## src/rtl/serial_add_ctrl_pkg.sv

```systemverilog
// Shared types and constants for the bit-serial adder controller.
package serial_add_ctrl_pkg;

    localparam int unsigned DEFAULT_WIDTH = 8;

    typedef enum logic [1:0] {
        IDLE = 2'b00,
        RUN  = 2'b01,
        DONE = 2'b10
    } state_t;

endpackage

```

## src/rtl/serial_add_ctrl_fa.sv

```systemverilog
// One-bit full-adder cell: the only arithmetic in the serial adder.
module serial_add_ctrl_fa (
    input  logic a,
    input  logic b,
    input  logic c,
    output logic sum,
    output logic carry
);

    // Single-bit sum and carry
    always_comb begin
        sum   = a ^ b ^ c;
        carry = (a & b) | (c & (a ^ b));
    end

endmodule

```

## src/rtl/serial_add_ctrl.sv

```systemverilog
// Bit-serial adder: {cout,sum} = a + b + cin, one full-adder step per cycle, LSB first.
module serial_add_ctrl
    import serial_add_ctrl_pkg::*;
#(
    parameter int unsigned WIDTH = DEFAULT_WIDTH
) (
    input  logic             clk,
    input  logic             rst,
    input  logic             start,
    input  logic [WIDTH-1:0] a,
    input  logic [WIDTH-1:0] b,
    input  logic             cin,
    output logic             busy,
    output logic             done,
    output logic [WIDTH-1:0] sum,
    output logic             cout
);

    localparam int unsigned    CNT_W = $clog2(WIDTH + 1);
    localparam logic [CNT_W-1:0] LAST  = CNT_W'(WIDTH);

    state_t           state;
    state_t           state_next;
    logic [WIDTH-1:0] op_a;
    logic [WIDTH-1:0] op_b;
    logic [WIDTH-1:0] acc;
    logic             carry;
    logic [CNT_W-1:0] cnt;
    logic             load;
    logic             shift_en;
    logic             finish;
    logic             fa_sum;
    logic             fa_carry;

    // Operand registers shift right, so the current bit k is always at index 0
    serial_add_ctrl_fa u_fa (
        .a     (op_a[0]),
        .b     (op_b[0]),
        .c     (carry),
        .sum   (fa_sum),
        .carry (fa_carry)
    );

    // State register
    always_ff @(posedge clk) begin
        if (rst) begin
            state <= IDLE;
        end else begin
            state <= state_next;
        end
    end

    // Next-state, control strobes and status outputs.
    // RUN spends WIDTH cycles shifting, then one cycle with cnt == WIDTH that
    // commits the result, so the count never wraps and DONE sees final values.
    always_comb begin
        state_next = state;
        load       = 1'b0;
        shift_en   = 1'b0;
        finish     = 1'b0;
        busy       = 1'b0;
        done       = 1'b0;
        case (state)
            IDLE: begin
                if (start) begin
                    load       = 1'b1;
                    state_next = RUN;
                end
            end
            RUN: begin
                busy = 1'b1;
                if (cnt == LAST) begin
                    finish     = 1'b1;
                    state_next = DONE;
                end else begin
                    shift_en = 1'b1;
                end
            end
            DONE: begin
                done = 1'b1;
                if (start) begin
                    load       = 1'b1;
                    state_next = RUN;
                end else begin
                    state_next = IDLE;
                end
            end
            default: state_next = IDLE;
        endcase
    end

    // Operand capture, serial add step, carry flop and bit counter
    always_ff @(posedge clk) begin
        if (rst) begin
            op_a  <= '0;
            op_b  <= '0;
            acc   <= '0;
            carry <= 1'b0;
            cnt   <= '0;
        end else if (load) begin
            op_a  <= a;
            op_b  <= b;
            acc   <= '0;
            carry <= cin;
            cnt   <= '0;
        end else if (shift_en) begin
            op_a  <= op_a >> 1;
            op_b  <= op_b >> 1;
            acc   <= {fa_sum, acc[WIDTH-1:1]};
            carry <= fa_carry;
            cnt   <= cnt + CNT_W'(1);
        end
    end

    // Result registers hold until the next completed addition
    always_ff @(posedge clk) begin
        if (rst) begin
            sum  <= '0;
            cout <= 1'b0;
        end else if (finish) begin
            sum  <= acc;
            cout <= carry;
        end
    end

endmodule

```

## config.mk

```make
export PLATFORM = sky130hd
export DESIGN_NAME = serial_add_ctrl
export DESIGN_NICKNAME = d
export VERILOG_FILES = /design/src/rtl/serial_add_ctrl_pkg.sv /design/src/rtl/serial_add_ctrl_fa.sv /design/src/rtl/serial_add_ctrl.sv
export SDC_FILE = /design/constraint.sdc
export NUM_CORES = 1
export LEC_CHECK = 0
export ABC_AREA = 1
export CORE_AREA = 4 4 65 67
export DETAILED_ROUTE_END_ITERATION = 12
export DIE_AREA = 0 0 69 71
export PLACE_DENSITY = 0.73
export SETUP_SLACK_MARGIN = 0.15
export SYNTH_ARGS = -nofsm -noshare
export SYNTH_HDL_FRONTEND = slang
export SYNTH_SLANG_ARGS = --single-unit
```

## constraint.sdc

```tcl
create_clock -name clk -period 1.5 [get_ports clk]
set_clock_uncertainty 0.05 [all_clocks]
set_input_delay 0.3 -clock clk [delete_from_list [all_inputs] [get_ports clk]]
set_output_delay 0.3 -clock clk [all_outputs]
set_load 0.1 [all_outputs]
```

==> run metrics, run 1 <==
most common cell after layout, fill and taps aside=nand2_1; critical path fanouts, max=3; Initial DRT Pass Iterations=4; Worst Path Arrival=1.06 ns; worst hold path class=reg2reg; H-tree levels=2; total power=0.00233 W; Worst Setup Path Type=reg2out; chip width=69 µm; GRT overflow=0; vias in the first global route=1525; Post-DP HPWL=2610 µm; Total Routed Length=4050 µm; critical path's largest stage delay=0.38 ns; clk sinks=40; Area Growth Syn to Fin=45.7%; post-synthesis register bit count=40; Crit. End Element=output port; largest net degree at the start of global routing=22; startpoint types=flip-flop; CTS tree=built; final setup violating endpoints=0; final core occ=70.2%; Period minus WS final=1.41 ns; Nets=312; synth warn=0; initial antenna violation count=0; most frequent cells in the layout=nand2_1 (71), dfxtp_1 (37), nor2_1 (35); wire per inst=12.0 µm; CP max stage cell=dfxtp_4; Vias=1657; Syn Area/Cell=7.17 µm²; Final Hold Fails=0; Pleak=1.01 nW; Netlist cell types=21; floorplan row count=22; period utilization=93.8%; Gate Count Post-Synth=244; Buf+Inv Stages, Crit Path=2; Num CTS Buffers=5; vias per cell=4.92; CP delay by family, top=flip-flops; Mapped Nets=267; Routed Antenna Nets=0; worst-margin pin slew=0.408 ns; status=complete, no violations; total track usage=15.7%; R2R Setup Slk=0.14 ns; First DRT Iteration DRCs=72; Max-Slew Margin vs Limit=72.8%; CP cell instances=inv_4 > nor2_8 > buf_12; global-route wire length before repair=6330 µm; I/O pins=31; Skew-Pair Late Insertion Delay=0.29 ns; die area=4900 µm²; Root Driver=clkbuf_8; Initial Util=48.2%; core area=3630 µm²; RSZ-0062 raised after global routing=true; Routability Congestion=0.788; DRC violations left=0; P per Cell Area=912 nW/µm²; max-cap violations=0; fin. max-slew vios=0; synthesized area=1750 µm²; layout cells sized above 1=22.1%; Die Span Y=71 µm; Crit path required time=1.15 ns; clock slew at reported path FFs=0.07 ns; Highest Clock Rate=711 MHz; antenna cells=0; Port Buffer Count=30; clock tree buffer depth=2; sequential-to-total area share from yosys stat=45.7%; VDD IR-drop max=594 µV
[cells by family after synthesis]
family | after synthesis | share of synthesized area [%]
AND/OR/NAND/NOR | 138 | 33.3
flip-flops | 40 | 45.7
AO/OA/AOI/OAI | 39 | 11.2
buffers and inverters | 24 | 7.22
adder cells (fa/ha/maj) | 3 | 2.57
[cell type report]
type                       count  area (µm²)
clock buffer                   7        96.3
sequential                    40         810
tap                           48        60.1
inverter                      11        51.3
timing repair buffer          49         603
fill                         290        1080
timing repair inverter         1        7.51
multi-input combinational    181         923
[layer usage]
metal	track usage, %	wire (µm)
met1	16.8	1630
met2	28.7	2060
met3	4.55	251
met4	6.29	102
met5	0	0
[worst min-delay path: cells and delay by family (launching register included)]
kind               cells  cell delay, ns
DFF                    1            0.31
AOI/OAI and AO/OA      1            0.06
and+or+nand+nor        1            0.07
[synthesized netlist by cell type]
cell type / n / area [µm²]
nand2_2: 1 / 6.26
nand2_4: 2 / 22.5
nor2_1: 40 / 150
nand4_1: 1 / 6.26
nor2_2: 1 / 6.26
fa_1: 1 / 20.0
o21ai_0: 18 / 90.1
inv_2: 1 / 3.75
buf_2: 5 / 25.0
clkbuf_1: 1 / 3.75
dfxtp_1: 40 / 801
nand2_1: 71 / 267
nand3_1: 21 / 105
nor2_8: 1 / 20.0
buf_1: 1 / 3.75
a21oi_1: 21 / 105
buf_4: 4 / 30.0
buf_6: 2 / 22.5
ha_1: 2 / 25.0
clkinv_1: 1 / 3.75
inv_1: 9 / 33.8
[per-stage QoR]
step | hold slack [ns] | setup TNS [ns] | setup slack (ns) | instance area [µm²] | instances
floorplan | 0.397 | -0.0293 | -0.00732 | 1770 | 244
global placement | 0.411 | -2.97 | -0.174 | 2250 | 321
detailed placement | 0.423 | -3.59 | -0.233 | 2250 | 321
CTS | 0.432 | 0 | 0.0899 | 2400 | 332
global route | 0.446 | 0 | 0.0425 | 2550 | 337
finish | 0.430 | 0 | 0.0937 | 2550 | 337
[power breakdown]
part | switching (W) | leakage [nW] | internal, W | total [W]
Sequential | 0.0000314 | 0.327 | 0.00111 | 0.00114
Clock | 0.000352 | 0.0503 | 0.000409 | 0.000761
Combinational | 0.000229 | 0.636 | 0.000200 | 0.000429
Total | 0.000612 | 1.01 | 0.00171 | 0.00233
[timing repair]
| item | in CTS | in global routing |
|---|---|---|
| setup endpoints to repair | 27 | 39 |
| hold buffers | 0 | 0 |
| buffers inserted | 3 | 2 |
| endpoints found under the hold margin | 0 | 0 |
| gates cloned | 1 | 3 |
| gates resized for setup | 11 | 29 |
| pin swaps | 2 | 6 |
[worst paths after layout]
path | start | endpoint | depth (start not counted)
worst min-delay path | op_b[2]$_SDFFE_PP0P_ | op_b[2]$_SDFFE_PP0P_ | 2
worst min register to register | op_b[2]$_SDFFE_PP0P_ | op_b[2]$_SDFFE_PP0P_ | 2
worst max-delay path | state[0]$_SDFFE_PP0P_ | busy | 3
worst max register to register | state[0]$_SDFFE_PP0P_ | acc[0]$_SDFFE_PP0P_ | 7
[sequential cells by signal, summed over array words and instances (netlist names)]
| signal | count |
|---|---|
| sum | 8 |
| op_b | 8 |
| acc | 8 |
| carry | 1 |
| op_a | 8 |
| cout | 1 |
| state | 2 |
| cnt | 4 |
Note: power is estimated with default switching activity, not from simulation.
==> run 2: changes to the inputs <==
Clock period 1.5 ns to 1.8 ns, I/O delays scaled along.
==> run metrics, run 2 (synthesis gave the netlist of run 1 again) <==
worst setup path endpoint=busy; Post-DP HPWL=2440 µm (-6.7%); R2R Setup Slk=0.28 ns (+0.14 ns); Routability Congestion=0.741 (-6.0%); min-delay src=op_b[3]$_SDFFE_PP0P_; worst hold path class=reg2reg; Port Buffer Count=30 (unchanged); DRC violations left=0 (unchanged); switching share of power=26.7% (+0.43 points); wire per inst=10.5 µm (-12%); worst reg2reg endpoint=sum[7]$_SDFFE_PP0P_; vias per cell=4.87 (-0.89%); worst-margin pin slew=0.331 ns (-0.0770 ns); Initial Util=48.2% (unchanged); Root Driver=clkbuf_8; net switching power=0.000475 W (-22%); Period minus WS final=1.57 ns; max-cap violations=0 (unchanged); initial antenna violation count=0 (unchanged); Skew-Pair Late Insertion Delay=0.29 ns (about the same); I/O pins=31 (unchanged); Reg2Reg Launch Point=state[0]$_SDFFE_PP0P_; P per Cell Area=776 nW/µm² (-15%); Pleak=0.920 nW (-9.2%); Initial DRT Pass Iterations=4 (unchanged); vias in the first global route=1502 (-1.5%); clock slew at reported path FFs=0.07 ns (about the same); Routed Antenna Nets=0 (unchanged); setup bufs post-CTS=0 (-3); Vias=1574 (-5.0%); antenna cells=0 (unchanged); critical path's largest stage delay=0.43 ns (+0.05 ns); Critical path origin=state[0]$_SDFFE_PP0P_; CP delay by family, top=flip-flops; First DRT Iteration DRCs=74 (+2.8%); Final Hold Fails=0 (unchanged); Reg power frac=53.4% (+4.5 points); Comb pwr share=15.0% (-3.4 points); Crit. End Element=output port; most frequent cells in the layout=nand2_1 (71), nor2_1 (38), dfxtp_1 (38), nand3_1 (21), a21oi_1 (21); clock group share of total power=31.5% (-1.2 points); VDD IR-drop max=507 µV (-15%); clk sinks=40 (unchanged); Fin Setup TNS=0 ns (unchanged); clock tree buffer depth=2 (unchanged); floorplan row count=22 (unchanged); Highest Clock Rate=637 MHz; Num CTS Buffers=5 (unchanged); Area Growth Syn to Fin=30.6%; CP max stage cell=dfxtp_1; core area=3630 µm² (unchanged); most common cell after layout, fill and taps aside=nand2_1; status=complete, no violations; Crit path required time=1.39 ns (+0.24 ns); Total Routed Length=3400 µm (-16%); Int Power=0.00130 W (-24%); critical path fanouts, max=5 (+2); Worst path depth=3 (unchanged); fin. max-slew vios=0 (unchanged); GRT overflow=0 (unchanged); placed cell area=2200 µm² (-2.5%); Nets=298 (-4.5%); worst r2r path cells=6 (-1); Worst Path Arrival=1.16 ns (+0.10 ns); CTS resizes=0 (-11); RSZ-0062 raised after global routing=true; chip width=69 µm (unchanged); startpoint types=flip-flop; total track usage=14.8% (-0.81 points); Worst Setup Path Type=reg2out; CP cell instances=inv_2 > nor2_8 > buf_12; total power=0.00177 W (-24%); global-route wire length before repair=6060 µm (-4.4%); H-tree levels=2 (unchanged); CTS tree=built; Max-Slew Margin vs Limit=77.9% (+5.1 points); fin area=2290 µm² (-10%); final setup violating endpoints=0 (unchanged); hold buffers post-CTS=0 (unchanged); die area=4900 µm² (unchanged); layout cells sized above 1=12.7% (-9.4 points); Die Span Y=71 µm (unchanged); Buf+Inv Stages, Crit Path=2 (unchanged); period utilization=87.3%; largest net degree at the start of global routing=29 (+32%)
-- run 2: cell count changes in the layout (fill, tap and decap cells not counted), sizes merged --
cell,before,now
clkinv,0,1
clkbuf,8,6
inv,9,10
nand2,75,74
buf,29,18
clkinvlp,3,1
-- run 2: final cells by class --
| type | instances | area (µm²) |
|---|---|---|
| repair buffers | 37 | 467 |
| multi-input cells | 180 | 833 |
| flip-flops and latches | 40 | 803 |
| well taps | 48 | 60.1 |
| clock inverters | 1 | 5.00 |
| clock buffers | 6 | 72.6 |
| inverters | 11 | 45.0 |
| fillers | 347 | 1350 |
-- run 2: per-stage QoR --
step	std cells	util (%)	worst slack, ns	hold slack, ns
after floorplan	244	-	0.238	0.400
after global placement	316	60.4	0.0569	0.409
after detailed placement	316	60.4	0.0444	0.425
after CTS	323	62.6	0.211	0.435
after global routing	323	62.9	0.116	0.457
final	323	62.9	0.229	0.434
-- run 2: layer usage --
| metal | global-route usage, % | up-vias | share of wire, % |
|---|---|---|---|
| met1 | 15.9 | 689 | 44 |
| met3 | 4.12 | 3 | 5.4 |
| met2 | 27.6 | 43 | 49 |
| li1 | - | 839 | - |
| met5 | 0 | - | 0 |
| met4 | 5.64 | 0 | 1.4 |
-- run 2: power groups by stage --
stage | clock (W) | combinational [W] | sequential [W]
floorplan | 0 | 0.000190 | 0.000962
global placement | 0 | 0.000262 | 0.000967
detailed placement | 0 | 0.000266 | 0.000968
CTS | 0.000570 | 0.000266 | 0.000948
global route | 0.000601 | 0.000302 | 0.000954
finish | 0.000560 | 0.000267 | 0.000949
-- run 2: tightest hold or removal path: stages (launching register included) --
cell and delay (ns):
dfxtp_1 0.31, nand3_1 0.07, a21oi_1 0.06
-- run 2: how the worst min path moves through the flow --
stage               cells after the start  slack [ns]                    to
CTS                                     2        0.44  op_b[2]$_SDFFE_PP0P_
global placement                        2        0.41   acc[0]$_SDFFE_PP0P_
detailed placement                      2        0.43  op_b[2]$_SDFFE_PP0P_
finish                                  2        0.43  op_b[3]$_SDFFE_PP0P_
global route                            2        0.46  op_a[3]$_SDFFE_PP0P_
floorplan                               2        0.40   acc[0]$_SDFFE_PP0P_
==> run 3: changes to the inputs <==
Settings changed: MAX_ROUTING_LAYER set to met4.
==> run metrics, run 3 (synthesis gave the netlist of run 1 again) <==
CTS resizes=0 (unchanged); P per Cell Area=776 nW/µm² (about the same); Num CTS Buffers=5 (unchanged); wire per inst=10.5 µm (about the same); max-cap violations=0 (unchanged); Initial DRT Pass Iterations=4 (unchanged); Root Driver=clkbuf_8; clock tree buffer depth=2 (unchanged); Die Span Y=71 µm (unchanged); Period minus WS final=1.57 ns (-0.00154 ns); Placed Cells incl. Taps=316 (unchanged); Port Buffer Count=30 (unchanged); GRT overflow=0 (unchanged); placed cell area=2200 µm² (unchanged); die area=4900 µm² (unchanged); clk sinks=40 (unchanged); Worst Hold Path EP=op_b[3]$_SDFFE_PP0P_; CTS tree=built; Worst Path Arrival=1.16 ns (about the same); most common cell after layout, fill and taps aside=nand2_1; chip width=69 µm (unchanged); initial antenna violation count=0 (unchanged); worst r2r path cells=6 (unchanged); floorplan row count=22 (unchanged); core area=3630 µm² (unchanged); Setup WS post-layout=0.231 ns (+0.00154 ns); most frequent cells in the layout=nand2_1 (71), nor2_1 (38), dfxtp_1 (38), nand3_1 (21), a21oi_1 (21); Skew-Pair Late Insertion Delay=0.29 ns (about the same); Pleak=0.920 nW (unchanged); global-route wire length before repair=6050 µm (-0.12%); worst hold path class=reg2reg; Crit path required time=1.39 ns (about the same); Total Routed Length=3400 µm (about the same); layout cells sized above 1=12.7% (unchanged); Routed Antenna Nets=0 (unchanged); worst reg2reg endpoint=sum[7]$_SDFFE_PP0P_; vias in the first global route=1502 (unchanged); final setup violating endpoints=0 (unchanged); RSZ-0062 raised after global routing=true; DRC violations left=0 (unchanged); critical path fanouts, max=5 (unchanged); R2R Setup Slk=0.28 ns (about the same); hold buffers post-CTS=0 (unchanged); Post-DP HPWL=2440 µm (unchanged); min-delay src=op_b[3]$_SDFFE_PP0P_; Vias=1567 (-0.44%); Fin Setup TNS=0 ns (unchanged); Area Growth Syn to Fin=30.6% (unchanged); antenna cells=0 (unchanged); fin cells=323 (unchanged); hold depth=2 (unchanged); Nets=298 (unchanged); H-tree levels=2 (unchanged); clock slew at reported path FFs=0.07 ns (about the same); fin. max-slew vios=0 (unchanged); setup bufs post-CTS=0 (unchanged); Setup WS pre-CTS=0.0444 ns (unchanged); Reg2Reg Launch Point=state[0]$_SDFFE_PP0P_; status=complete, no violations; Max-Slew Margin vs Limit=77.9% (about the same); largest net degree at the start of global routing=29 (unchanged); hold_ws=0.434 ns (-0.000503 ns); fin area=2290 µm² (unchanged); Initial Util=48.2% (unchanged); Routability Congestion=0.750 (+1.2%); vias per cell=4.85 (-0.44%); First DRT Iteration DRCs=73 (-1.4%); Final Hold Fails=0 (unchanged); VDD IR-drop max=504 µV (-0.42%); Worst Setup Path Type=reg2out; I/O pins=31 (unchanged); startpoint types=flip-flop; Highest Clock Rate=637 MHz (about the same); Crit. End Element=output port; worst-margin pin slew=0.331 ns (-0.000667 ns); period utilization=87.2% (about the same); total track usage=15.3% (+0.45 points)
==> run 3: cell counts in the layout (fill, tap and decap cells not counted) <==
Identical to the previous run, type by type.
==> run 3: worst max path at each step <==
stage	end	slack, ns	startpoint
after floorplan	acc[2]$_SDFFE_PP0P_	0.24	state[0]$_SDFFE_PP0P_
after global placement	acc[0]$_SDFFE_PP0P_	0.06	start
after detailed placement	acc[1]$_SDFFE_PP0P_	0.04	start
after CTS	busy	0.21	state[0]$_SDFFE_PP0P_
after global routing	sum[6]$_SDFFE_PP0P_	0.12	state[0]$_SDFFE_PP0P_
final	busy	0.23	state[0]$_SDFFE_PP0P_
==> run 3: cell type report <==
type	instances	area, µm²
inverter	11	45.0
timing repair buffer	37	467
sequential	40	803
clock buffer	6	72.6
clock inverter	1	5.00
fill	347	1350
multi-input combinational	180	833
tap	48	60.1
==> run 3: per-layer routing <==
metal | global-route usage [%] | vias to the layer above | part of all wire (%)
met4 | 5.64 | 0 | 1.5
li1 | - | 838 | -
met3 | 3.98 | 5 | 4.8
met2 | 27.6 | 39 | 49
met1 | 15.9 | 685 | 45
met5 | - | - | 0
==> run 3: where the power goes <==
part           switching (W)  internal, W
Clock               0.000296     0.000263
Sequential         0.0000257     0.000923
Combinational       0.000153     0.000114
==> run 3: worst max-delay path: stages (launching register included) <==
cell	delay [ns]
dfxtp_1	0.43
inv_2	0.10
nor2_8	0.15
buf_12	0.19
==> run 3: metrics by stage <==
stage	utilization, %	total power (W)
4_1_cts	62.6	0.00178
2_1_floorplan	-	0.00115
3_5_place_dp	60.4	0.00123
5_1_grt	62.9	0.00186
6_report	62.9	0.00177
3_3_place_gp	60.4	0.00123
